`src/rtl/z80_bus_pkg.sv`:
```
// Shared definitions for the Z80 bus-cycle sequencer: cycle types and T-state encoding.
package z80_bus_pkg;

  localparam logic [1:0] CYC_FETCH = 2'b00;
  localparam logic [1:0] CYC_READ  = 2'b01;
  localparam logic [1:0] CYC_WRITE = 2'b10;
  localparam logic [1:0] CYC_RSVD  = 2'b11;

  typedef enum logic [2:0] {
    ST_IDLE = 3'd0,
    ST_T1   = 3'd1,
    ST_T2   = 3'd2,
    ST_TW   = 3'd3,
    ST_T3   = 3'd4,
    ST_T4   = 3'd5
  } state_t;

endpackage

```
`src/rtl/z80_bus_sequencer.sv`:
```
// Z80 bus-cycle sequencer: turns single-cycle core requests into T-state
// accurate active-low m1/mreq/rd/wr strobes with address, write data and
// captured read data. No refresh cycle is generated.
//
// Handshake: a request is taken on the rising edge where ready=1, req=1 and
// req_type != 2'b11. ready is a registered output and never depends on req.
// done is a one-cycle pulse in the final T-state; ready is also high then,
// so a request presented alongside done starts the next T1 immediately.
module z80_bus_sequencer
  import z80_bus_pkg::*;
#(
  parameter int ADDR_W = 16,
  parameter int DATA_W = 8
) (
  input  logic              clk,
  input  logic              reset,
  input  logic              req,
  input  logic [1:0]        req_type,
  input  logic [ADDR_W-1:0] req_addr,
  input  logic [DATA_W-1:0] req_wdata,
  output logic              ready,
  output logic              done,
  output logic [DATA_W-1:0] rdata,
  output logic              m1,
  output logic              mreq,
  output logic              rd,
  output logic              wr,
  output logic [ADDR_W-1:0] address,
  output logic [DATA_W-1:0] dout,
  input  logic [DATA_W-1:0] din,
  input  logic              wait_n,
  output logic [2:0]        state_dbg
);

  state_t     state;
  state_t     state_nx;
  logic [1:0] cyc_q;
  logic [1:0] cyc_nx;
  logic       accept;
  logic       cap_en;
  logic       m1_d;
  logic       mreq_d;
  logic       rd_d;
  logic       wr_d;
  logic       done_d;
  logic       ready_d;

  assign state_dbg = state;

  // Request acceptance and the cycle type that the next state will run under.
  always_comb begin
    accept = ready && req && (req_type != CYC_RSVD);
    cyc_nx = accept ? req_type : cyc_q;
  end

  // Next-state logic; wait_n only matters when leaving T2 or TW.
  always_comb begin
    state_nx = state;
    case (state)
      ST_IDLE: if (accept) state_nx = ST_T1;
      ST_T1:   state_nx = ST_T2;
      ST_T2,
      ST_TW:   state_nx = wait_n ? ST_T3 : ST_TW;
      ST_T3: begin
        if (cyc_q == CYC_FETCH) state_nx = ST_T4;
        else                    state_nx = accept ? ST_T1 : ST_IDLE;
      end
      ST_T4:   state_nx = accept ? ST_T1 : ST_IDLE;
      default: state_nx = ST_IDLE;
    endcase
  end

  // Strobe/done/ready decode from the next state so the registered outputs
  // line up with the state they belong to.
  always_comb begin
    m1_d   = 1'b1;
    mreq_d = 1'b1;
    rd_d   = 1'b1;
    wr_d   = 1'b1;
    done_d = 1'b0;
    case (state_nx)
      ST_T1: begin
        mreq_d = 1'b0;
        m1_d   = (cyc_nx != CYC_FETCH);
        rd_d   = (cyc_nx == CYC_WRITE);
      end
      ST_T2,
      ST_TW: begin
        mreq_d = 1'b0;
        m1_d   = (cyc_nx != CYC_FETCH);
        rd_d   = (cyc_nx == CYC_WRITE);
        wr_d   = (cyc_nx != CYC_WRITE);
      end
      ST_T3: begin
        // Fetch releases its strobes in T3; read/write finish here.
        if (cyc_nx != CYC_FETCH) begin
          mreq_d = 1'b0;
          rd_d   = (cyc_nx == CYC_WRITE);
          wr_d   = (cyc_nx != CYC_WRITE);
          done_d = 1'b1;
        end
      end
      ST_T4:   done_d = 1'b1;
      default: ;
    endcase
    ready_d = (state_nx == ST_IDLE) || done_d;
  end

  // Fetch samples din leaving T2/TW; read samples it leaving T3.
  always_comb begin
    cap_en = ((cyc_q == CYC_FETCH) && ((state == ST_T2) || (state == ST_TW)) &&
              (state_nx == ST_T3)) ||
             ((cyc_q == CYC_READ) && (state == ST_T3));
  end

  // State register and latched request type.
  always_ff @(posedge clk or posedge reset) begin
    if (reset) begin
      state <= ST_IDLE;
      cyc_q <= CYC_FETCH;
    end else begin
      state <= state_nx;
      cyc_q <= cyc_nx;
    end
  end

  // Registered bus outputs, latched address/write data and captured read data.
  always_ff @(posedge clk or posedge reset) begin
    if (reset) begin
      m1      <= 1'b1;
      mreq    <= 1'b1;
      rd      <= 1'b1;
      wr      <= 1'b1;
      done    <= 1'b0;
      ready   <= 1'b1;
      address <= '0;
      dout    <= '0;
      rdata   <= '0;
    end else begin
      m1    <= m1_d;
      mreq  <= mreq_d;
      rd    <= rd_d;
      wr    <= wr_d;
      done  <= done_d;
      ready <= ready_d;
      if (accept) address <= req_addr;
      if (accept && (req_type == CYC_WRITE)) dout <= req_wdata;
      if (cap_en) rdata <= din;
    end
  end

endmodule

```
`config.mk`:
```
export PLATFORM = sky130hd
export DESIGN_NAME = z80_bus_sequencer
export DESIGN_NICKNAME = d
export VERILOG_FILES = /design/src/rtl/z80_bus_pkg.sv /design/src/rtl/z80_bus_sequencer.sv
export SDC_FILE = /design/constraint.sdc
export NUM_CORES = 1
export LEC_CHECK = 0
export CAP_MARGIN = 25
export CORE_ASPECT_RATIO = 0.7
export CORE_UTILIZATION = 41
export DETAILED_ROUTE_END_ITERATION = 7
export MAX_ROUTING_LAYER = met4
export PLACE_DENSITY_LB_ADDON = 0.3
export SLEW_MARGIN = 30
export SYNTH_ARGS = -nofsm -noshare
export SYNTH_HDL_FRONTEND = slang
export SYNTH_SLANG_ARGS = --single-unit
```
`constraint.sdc`:
```
create_clock -name clk -period 1.9 [get_ports clk]
set_input_delay 0.19 -clock clk [delete_from_list [all_inputs] [get_ports clk]]
set_output_delay 0.19 -clock clk [all_outputs]
set_load 0.005 [all_outputs]
```
==> key figures, run 1 <==
Run status
  – Result of the run: completed

Power
  – Sw frac: 28.7%
  – Ratio of total power to cell area: 1540 nW/µm²
  – Internal power component: 2.98 mW
  – Max IR drop VDD: 0.749 mV
  – Leakage power of the design: 1.16 nW
  – Post-layout total power: 4.17 mW
  – Portion of total power attributed to the clock network: 14.0%
  – Comb power frac: 45.5%
  – Sequential power share: 40.5%
  – Switching pwr: 1.20 mW

Timing
  – Tmin final: 1.65 ns
  – Transition at the pin with the smallest max-transition slack: 0.519 ns
  – Number of hold violations in the final report: 0
  – Skew final: 0.00642 ns
  – Slack of the critical path: 0.248 ns
  – Total of endpoints with negative setup slack in the final report: 0
  – Total Negative Setup Slacks: 0 ns
  – Slew Limit Headroom: 65.4%
  – Number of max-slew violations in the final report: 0
  – RSZ-0062 raised after global routing: false
  – Post-route fraction of the period consumed by the critical path: 87.0%
  – Maximum clock frequency: 605 MHz

Clock tree
  – Clock transition at path regs: 0.09 ns
  – Buffer depth of the longest clock path: 2
  – Total of hold buffers inserted after clock tree synthesis: 0
  – H-Tree Level Count: 2
  – Root Buffer: clkbuf_8
  – Clk Latency, worst-skew pair: 0.29 ns
  – CTS-repair resized insts: 0
  – Clock sink count: 43
  – TritonCTS buffer count: 5
  – Post-CTS repair timing setup buffer count: 0
  – TritonCTS clock tree: yes

Floorplanning
  – Die width: 80.6 µm
  – Core Area: 4020 µm²
  – Number of placement rows: 19
  – Ports: 79
  – Full die area: 4590 µm²
  – Height of the chip: 57 µm
  – Effective utilization at floorplan: 44.1%

Placement
  – Post-detail-place hpwl: 2700 µm
  – Minimum setup slack after placement: 0.113 ns
  – Placed cell area: 2620 µm²
  – Number of buffers inserted by port buffering: 78
  – RD Place Congestion: 0.871

Critical path
  – Max incr delay on CP: 0.51 ns
  – Maximum fanout encountered on the critical timing path: 9
  – Startpoint class of the critical path: flip-flop
  – Class of the most critical setup path: flip-flop to flip-flop
  – Worst EP arrival: 1.83 ns
  – Required time of the critical path: 2.08 ns
  – Buffer and inverter count on the worst path: 0
  – Series of cell instances along the critical path: nor2_2, a31oi_2, nor2_4, mux2_2
  – Critical path's top delay family: flip-flops
  – Worst setup EP type: flip-flop
  – Cell type of the slowest stage on the worst timing path: dfrtp_1

Yosys
  – Syn Area/Cell: 15.4 µm²
  – Primary FF master, synth: dfrtp_1
  – Yosys Warn Count: 0
  – Largest cells by area after synthesis: dfrtp_1 54%, mux2_2 14%, mux2_4 8.5%
  – Leading post-synthesis cells by instance count: 38 x dfrtp_1, 22 x mux2_2, 10 x mux2_4, 5 x dfstp_2, 5 x nand2_1
  – Library cell with the highest instance count after synthesis: dfrtp_1
  – Fraction of registers with async set or reset after synthesis: 100%
  – Number of nets in the synthesized netlist: 153
  – Area fraction of the dominant cell type after synthesis: 53.7%
  – Number of flops mapped to enable cells by yosys: 0
  – Cell type with the highest aggregate area in the netlist: dfrtp_1
  – Number of register bits inferred by synthesis: 43
  – Post-Syn Area: 1770 µm²
  – Portion of the post-synthesis area used by sequential elements: 61.1%
  – Number of distinct library cells after synthesis: 31
  – Gate count of the mapped netlist: 115

Global route
  – Antenna violations before repair: 0
  – All-layer global routing usage: 18.2%
  – Pin count of the biggest net entering global routing: 44
  – Vias in the first global route: 1,262
  – First-pass GRT wire length: 5970 µm
  – Final global-route overflow total: 0

Cells and area
  – Antenna cells: 0
  – Proportion of layout cells with a drive suffix above 1: 26.9%
  – Net count, final: 238
  – Post-route standard cell area excluding fillers: 2720 µm²
  – Synthesis-to-layout area growth: 53.3%

Detailed routing
  – # DRC: 0
  – Number of iterations in the first detailed-routing pass: 4
  – Antenna viol nets, final: 0
  – DRC violation total after the first TritonRoute iteration: 37
  – Detailed-route via count: 1,202
  – Routed WL per cell: 14.6 µm
  – Via density per instance: 4.75
  – Final routed wirelength across all metal layers: 3700 µm

Min path
  – Type of the worst min-delay path: input pin to asynchronous set/reset pin

Job
  – Max-cap viol count: 0
## cell type report
cell class                 count  area, µm²
clock inverter                 3       25.0
timing repair buffer          80        808
clock buffer                   5       68.8
fill                         290       1300
sequential                    43       1080
multi-input combinational     68        659
tap                           52       65.1
inverter                       2       7.51
## metal layers
metal  track usage, %  part of all wire, %  wire length, µm
met1             23.7                   47             1730
met2             27.6                   45             1680
met3             4.80                  6.5              242
met4             6.12                  1.1               41
met5                -                    0                0
## worst register-to-register path, cell delays in order, from the launching register on
cell	delay (ns)
dfrtp_1	0.51
nor2_2	0.26
a31oi_2	0.16
nor2_4	0.24
mux2_2	0.37
## cell usage in the layout, fill, tap and decap left out, types with 2 or more instances in the layout
| cell | instances |
|---|---|
| nand2_1 | 5 |
| clkbuf_8 | 5 |
| nand3_1 | 2 |
| o21ai_0 | 2 |
| mux2_4 | 10 |
| a21oi_1 | 2 |
| clkinv_4 | 2 |
| dfrtp_1 | 38 |
| mux2_2 | 22 |
| and2_1 | 2 |
| o21a_1 | 2 |
| clkdlybuf4s50_1 | 78 |
| and3b_1 | 2 |
| dfstp_2 | 5 |
| nor2_1 | 2 |
## cells by family (layout without fill, tap and decap cells)
logic type      count (synthesis)  in the layout  share of synthesized area, %
mux                            32             32                          22.5
compound gates                 13             13                          6.43
flops                          43             43                          61.1
simple gates                   23             23                          8.33
buf+inv                         4             90                          1.69
## power by group through the flow
stage               combinational (mW)  sequential [mW]  clock, mW
detailed placement                1.91             1.71          0
floorplan                        0.786             1.72          0
global placement                  1.88             1.69          0
global route                      2.05             1.76      0.644
CTS                               1.92             1.70      0.604
finish                            1.90             1.69      0.584
## per-stage QoR
stage / hold slack (ns) / cells / utilization (%)
3_5_place_dp: 0.492 / 245 / 65.3
3_3_place_gp: 0.489 / 245 / 65.3
5_1_grt: 0.390 / 253 / 67.6
2_1_floorplan: 0.305 / 115 / -
4_1_cts: 0.353 / 253 / 67.6
6_report: 0.330 / 253 / 67.6
## worst paths after layout
path,startpoint,to,slack [ns],cells after the start
max in group asynchronous,reset,wr,1.19,3
min in group clk,req_addr[9],address[9],0.50,2
hold reg to reg,address[13],address[13],0.51,1
setup reg to reg,state_dbg[1],rdata[4],0.25,4
setup / recovery,state_dbg[1],rdata[4],0.25,4
hold / removal,reset,address[9],0.33,3
## flip-flops by register name, summed over array words and instances, names as in the netlist
| signal | count |
|---|---|
| dout | 8 |
| wr | 1 |
| done | 1 |
| ready | 1 |
| rdata | 8 |
| m1 | 1 |
| mreq | 1 |
| cyc_q | 2 |
| rd | 1 |
| state_dbg | 3 |
| address | 16 |
Power figures use the tool's default switching activity.
==> inputs of run 2 (changes only) <==
Settings changed: ABC_CLOCK_PERIOD_IN_PS set to 1900.
==> results of run 2 <==
No change in the layout: final DEF, timing and power equal those of run 1.
